==> src/rtl/imgproc_pkg.sv <==
// ---------------------------------------------------------------------------
// imgproc_pkg
// Shared types and constants for the ImageProc raster-scan sequencer.
//   seq_state_t   : sequencer FSM states
//   kernel_mode_t : convolution kernel selection (2-bit)
//   KSIZE         : convolution window edge length
// ---------------------------------------------------------------------------
package imgproc_pkg;

    localparam int KSIZE = 3;

    typedef enum logic [1:0] {
        IDLE   = 2'd0,
        ACTIVE = 2'd1,
        FLUSH  = 2'd2,
        DONE   = 2'd3
    } seq_state_t;

    typedef enum logic [1:0] {
        MODE_GRAY      = 2'd0,
        MODE_SOBEL_X   = 2'd1,
        MODE_SOBEL_Y   = 2'd2,
        MODE_SOBEL_MAG = 2'd3
    } kernel_mode_t;

endpackage

==> src/rtl/valid_delay.sv <==
// ---------------------------------------------------------------------------
// valid_delay
// PIPE_LAT-deep shift register carrying the window-valid strobe through the
// fixed datapath latency.
//   clk, rst_n : clock, asynchronous active-low reset
//   clr        : synchronous clear (drops every strobe in flight)
//   din        : strobe entering the pipeline
//   dout       : din delayed by PIPE_LAT cycles
//   empty      : no strobe will leave after the current cycle
// ---------------------------------------------------------------------------
module valid_delay #(
    parameter int PIPE_LAT = 3
) (
    input  logic clk,
    input  logic rst_n,
    input  logic clr,
    input  logic din,
    output logic dout,
    output logic empty
);

    logic [PIPE_LAT-1:0] r_sr;
    logic                w_pending;

    generate
        if (PIPE_LAT == 1) begin : g_single
            always_ff @(posedge clk or negedge rst_n) begin
                if (!rst_n) begin
                    r_sr <= '0;
                end else if (clr) begin
                    r_sr <= '0;
                end else begin
                    r_sr <= din;
                end
            end
            assign w_pending = 1'b0;
        end else begin : g_multi
            always_ff @(posedge clk or negedge rst_n) begin
                if (!rst_n) begin
                    r_sr <= '0;
                end else if (clr) begin
                    r_sr <= '0;
                end else begin
                    r_sr <= {r_sr[PIPE_LAT-2:0], din};
                end
            end
            // Every stage except the output one still has a strobe to deliver.
            assign w_pending = |r_sr[PIPE_LAT-2:0];
        end
    endgenerate

    assign dout  = r_sr[PIPE_LAT-1];
    // The stage currently on dout is excluded: the line is considered drained
    // in the same cycle its last strobe appears on the output.
    assign empty = ~din & ~w_pending;

endmodule

==> src/rtl/imgproc_seq.sv <==
// ---------------------------------------------------------------------------
// imgproc_seq
// Raster-scan sequencer for the 3x3 convolution datapath. Tracks pixel
// position, drives line-buffer shifts, flags interior windows, aligns the
// result strobe with the datapath latency and latches the kernel mode at
// frame start.
//   clk, rst_n              : clock, asynchronous active-low reset
//   frame_start             : one-cycle start-of-frame pulse
//   pix_valid               : a pixel is present this cycle
//   cfg_wr, cfg_mode        : write the pending kernel mode
//   lb_shift_en             : shift line buffers / window (combinational)
//   win_valid               : window holds a full interior neighbourhood
//   output_valid            : win_valid delayed by PIPE_LAT
//   kernel_sel              : kernel mode active for the current frame
//   col, row                : position of the next expected pixel
//   busy                    : sequencer not idle
//   frame_done              : one-cycle end-of-frame pulse
//   overrun_err             : sticky, frame_start seen while busy
// ---------------------------------------------------------------------------
module imgproc_seq
    import imgproc_pkg::*;
#(
    parameter int WIDTH    = 640,
    parameter int HEIGHT   = 480,
    parameter int PIPE_LAT = 3
) (
    input  logic                      clk,
    input  logic                      rst_n,
    input  logic                      frame_start,
    input  logic                      pix_valid,
    input  logic                      cfg_wr,
    input  logic [1:0]                cfg_mode,
    output logic                      lb_shift_en,
    output logic                      win_valid,
    output logic                      output_valid,
    output logic [1:0]                kernel_sel,
    output logic [$clog2(WIDTH)-1:0]  col,
    output logic [$clog2(HEIGHT)-1:0] row,
    output logic                      busy,
    output logic                      frame_done,
    output logic                      overrun_err
);

    localparam int CW = $clog2(WIDTH);
    localparam int RW = $clog2(HEIGHT);
    localparam logic [CW-1:0] COL_LAST = CW'(WIDTH - 1);
    localparam logic [RW-1:0] ROW_LAST = RW'(HEIGHT - 1);
    localparam logic [CW-1:0] COL_MIN  = CW'(KSIZE - 1);
    localparam logic [RW-1:0] ROW_MIN  = RW'(KSIZE - 1);

    seq_state_t    r_state, w_state_next;
    logic [CW-1:0] r_col, w_col_next;
    logic [RW-1:0] r_row, w_row_next;
    kernel_mode_t  r_pending, r_kernel_sel, w_mode_eff;
    logic          r_win_valid, w_win_next;
    logic          r_overrun;
    logic          w_accept, w_load_cfg, w_abort;
    logic          w_output_valid, w_dly_empty;

    // A write coinciding with frame_start goes straight into the new frame.
    assign w_mode_eff = cfg_wr ? kernel_mode_t'(cfg_mode) : r_pending;
    assign w_abort    = frame_start && (r_state != IDLE);

    always_comb begin
        w_state_next = r_state;
        w_col_next   = r_col;
        w_row_next   = r_row;
        w_accept     = 1'b0;
        w_win_next   = 1'b0;
        w_load_cfg   = 1'b0;
        if (frame_start) begin
            // Start from IDLE or restart an in-flight frame; a pixel in the
            // same cycle is dropped so the window never mixes two frames.
            w_load_cfg   = 1'b1;
            w_col_next   = '0;
            w_row_next   = '0;
            w_state_next = ACTIVE;
        end else begin
            case (r_state)
                ACTIVE: begin
                    if (pix_valid) begin
                        w_accept   = 1'b1;
                        w_win_next = (r_row >= ROW_MIN) && (r_col >= COL_MIN);
                        if (r_col == COL_LAST) begin
                            w_col_next = '0;
                            if (r_row == ROW_LAST) begin
                                w_row_next   = '0;
                                w_state_next = FLUSH;
                            end else begin
                                w_row_next = r_row + RW'(1);
                            end
                        end else begin
                            w_col_next = r_col + CW'(1);
                        end
                    end
                end
                FLUSH: begin
                    if (w_dly_empty) begin
                        w_state_next = DONE;
                    end
                end
                DONE:    w_state_next = IDLE;
                default: w_state_next = IDLE;
            endcase
        end
    end

    always_ff @(posedge clk or negedge rst_n) begin
        if (!rst_n) begin
            r_state <= IDLE;
        end else begin
            r_state <= w_state_next;
        end
    end

    always_ff @(posedge clk or negedge rst_n) begin
        if (!rst_n) begin
            r_col        <= '0;
            r_row        <= '0;
            r_win_valid  <= 1'b0;
            r_pending    <= MODE_GRAY;
            r_kernel_sel <= MODE_GRAY;
            r_overrun    <= 1'b0;
        end else begin
            r_col       <= w_col_next;
            r_row       <= w_row_next;
            r_win_valid <= w_win_next;
            if (cfg_wr) begin
                r_pending <= kernel_mode_t'(cfg_mode);
            end
            if (w_load_cfg) begin
                r_kernel_sel <= w_mode_eff;
            end
            if (w_abort) begin
                r_overrun <= 1'b1;
            end
        end
    end

    valid_delay #(
        .PIPE_LAT (PIPE_LAT)
    ) u_valid_delay (
        .clk   (clk),
        .rst_n (rst_n),
        .clr   (w_abort),
        .din   (r_win_valid),
        .dout  (w_output_valid),
        .empty (w_dly_empty)
    );

    assign lb_shift_en  = w_accept;
    assign win_valid    = r_win_valid;
    assign output_valid = w_output_valid;
    assign kernel_sel   = r_kernel_sel;
    assign col          = r_col;
    assign row          = r_row;
    assign busy         = (r_state != IDLE);
    assign frame_done   = (r_state == DONE);
    assign overrun_err  = r_overrun;

endmodule

==> config.mk <==
export PLATFORM = sky130hd
export DESIGN_NAME = imgproc_seq
export DESIGN_NICKNAME = d
export VERILOG_FILES = /design/src/rtl/imgproc_pkg.sv /design/src/rtl/valid_delay.sv /design/src/rtl/imgproc_seq.sv
export SDC_FILE = /design/constraint.sdc
export NUM_CORES = 1
export LEC_CHECK = 0
export CORE_UTILIZATION = 50
export CTS_CLUSTER_DIAMETER = 120
export DETAILED_ROUTE_END_ITERATION = 10
export PLACE_DENSITY_LB_ADDON = 0.15
export REMOVE_ABC_BUFFERS = 1
export SLEW_MARGIN = 20
export SYNTH_ARGS = -nofsm -noshare
export SYNTH_HDL_FRONTEND = slang
export SYNTH_HIERARCHICAL = 1
export SYNTH_SLANG_ARGS = --single-unit
==> constraint.sdc <==
create_clock -name clk -period 2.5 [get_ports clk]
set_input_delay 0.25 -clock clk [delete_from_list [all_inputs] [get_ports clk]]
set_output_delay 0.25 -clock clk [all_outputs]
set_load 0.01 [all_outputs]
==> results.json <==
{
  "register_to_register_setup_slack_ns": 0.40,
  "synth.top_cells.by_count": "30 x dfrtp_1, 20 x nor2_1, 13 x nand2_1",
  "numPortBuffers": 33,
  "ys.warnings.count": 6,
  "drv.max_cap_violation_count": 0,
  "viasPerCell": 5.54,
  "grt_max_degree": 31,
  "cts_made_buffers": 5,
  "unrepaired_setup_endpoints_after_global_routing": "false",
  "clkSinkCount": 30,
  "postSynthRegisterBits": 30,
  "crit_type": "flip-flop to primary output",
  "min-delay-path-class": "input port to async pin",
  "cells_taking_the_most_area_after_synthesis": "dfrtp_1 45%, ha_1 6.1%, nor2_1 4.5%",
  "tightestPinTransition_ns": 0.591,
  "post_route_cells_drive_above_1_share_pct": 12.9,
  "crit_path_capture": "lb_shift_en",
  "report.final.hold_viol_count": 0,
  "worst_clock_skew_ns": 0.00502,
  "grt_pass1_wl_um": 6240,
  "floorplan.initialDensity_pct": 53.2,
  "fin_util_pct": 68.3,
  "placed_cell_area_mm2": 0.00206,
  "drt-total-wl_um": 3660,
  "fmax_mhz": 438,
  "chipWidth_um": 59.5,
  "grt_pass1_vias": 1430,
  "antenna_violating_nets_post_route": 0,
  "synth_top_area_cell": "dfrtp_1",
  "drc": 0,
  "drt_iter0_drcs": 74,
  "netlist.area_leader.share_pct": 45.5,
  "core.rowCount": 20,
  "worstPathMaxFanout": 9,
  "reg2reg_from": "r_state[1]",
  "synth-seq-area-share_pct": 45.5,
  "gr-total-overflow": 0,
  "pin_count": 34,
  "power.density_cell_area_mw_per_mm2": 536,
  "syn-cell-area_mm2": 0.00165,
  "totalPowerFinal_uw": 1140,
  "final_area_mm2": 0.00212,
  "ctsRootBufferMaster": "clkbuf_4",
  "routed_len_inst_um": 14.4,
  "finalSetupTns_ns": 0,
  "clock_transition_time_at_the_flip_flop_clock_pins_of_the_worst_setup_and_hold_paths_ns": 0.09,
  "synth_top_flop_cell": "dfrtp_1",
  "design.core.area_mm2": 0.00310,
  "timing.critical_path.from": "r_state[1]",
  "antenna_cell_count": 0,
  "vias": 1406,
  "final_nets": 224,
  "gp_routability_congestion": 0.945,
  "period_share_pct": 91.3,
  "first_pass_iters": 4,
  "clockBufferDepth": 2,
  "worst_ep_arrival_time_ns": 2.03,
  "worst-r2r-cell-count": 5,
  "worst_setup_path_start_kind": "flip-flop",
  "finalSetupViolations": 0,
  "antenna_found_initial": 0,
  "timing.critical_path.to_type": "primary output",
  "reg2reg_to": "row[1]",
  "n_fill_cell": 269,
  "power.ir.vdd_worst_uv": 330,
  "die_h_um": 59.5,
  "maxSlewHeadroom_pct": 60.2,
  "global_route.usage.total_pct": 24.3,
  "area_grow_syn2layout_pct": 28.5,
  "syn_inst": 167,
  "dpl.hpwl_um": 2760,
  "dieArea_mm2": 0.00353,
  "edff_count_synth": 0,
  "synthArstFlopShare_pct": 100,
  "htreeDepth": 2,
  "clock_tree_from_tritoncts": "yes",
  "min_period_ns": 2.28,
  "post_synth.cell_area_avg_um2": 9.88,
  "critPathRequiredTime_ns": 2.25,
  "post-synth-top-count-cell": "dfrtp_1",
  "static-leakage-power_uw": 0.000913,
  "hold_slack_ns": 0.306,
  "drv_slew": 0,
  "clk-insertion-delay-late_ns": 0.32,
  "synth_cell_type_count": 47,
  "outcome": "finished, final reports clean"
}
## state kept, by name (all words and copies together), names as in the netlist
signal              flops
kernel_sel              2
r_pending               2
win_valid               1
u_valid_delay/r_sr      3
row                     9
col                    10
overrun_err             1
r_state                 2
## report_power, final
group / internal, µW / switching (µW)
Combinational: 136 / 161
Sequential: 513 / 31.0
Clock: 136 / 158
## worst min path at each step
stage	from	to	slack, ns	depth (start not counted)
after floorplan	rst_n	col[0]	-0.05	0
after global placement	overrun_err	overrun_err	0.45	1
after detailed placement	overrun_err	overrun_err	0.46	1
after CTS	rst_n	col[8]	0.31	2
after global routing	rst_n	col[8]	0.32	2
final	rst_n	col[2]	0.31	2
## per-layer routing
metal  track usage (%)  part of all wire (%)
met3              6.11                   4.5
met1              29.5                    44
met4              12.9                   1.9
met2              39.5                    50
met5                 0                     0
## stage by stage
step           setup slack [ns]  instances
2_1_floorplan             0.407        164
4_1_cts                   0.121        254
5_1_grt                   0.103        254
3_5_place_dp              0.242        246
3_3_place_gp              0.312        246
6_report                  0.216        254
## area by class of cell
cell class	count	area, µm²	share of cell area (%)
timing repair buffer	38	368	17.3
sequential	30	751	35.4
multi-input combinational	125	853	40.2
inverter	9	33.8	1.59
clock buffer	7	55.1	2.60
tap	44	55.1	2.60
clock inverter	1	5.00	0.236
## cell usage in the layout, fill, tap and decap left out, drive strengths merged, types with 6 or more instances in the layout
cell type | synthesis | final
nor2 | 20 | 20
inv | 8 | 8
clkbuf | 2 | 7
clkdlybuf4s50 | 0 | 33
o21ai | 6 | 6
nand2 | 13 | 13
nand3 | 7 | 7
a21oi | 9 | 9
nor3 | 7 | 7
ha | 8 | 8
dfrtp | 30 | 30
## cells by family after synthesis
kind of cell,count (synthesis),synth area share (%)
simple gates,76,26.2
xor+xnor,5,2.65
fa+ha+maj,8,6.07
flops,30,45.5
buf+inv,12,2.96
mux,6,3.94
compound gates,30,12.7
## critical path: stages (launching register included)
cell             delay (ns)
dfrtp_1                0.42
inv_1                  0.09
ha_1                   0.26
nand2_2                0.17
nor2_1                 0.20
clkdlybuf4s50_1        0.57
## repair_timing
action	4_1_cts	5_1_grt
hold buffers	0	0
hold endpoints to repair	0	0
gates resized for setup	0	1
setup buffers	0	0
endpoints found under the setup margin	0	1
(Power assumes the default switching activity.)
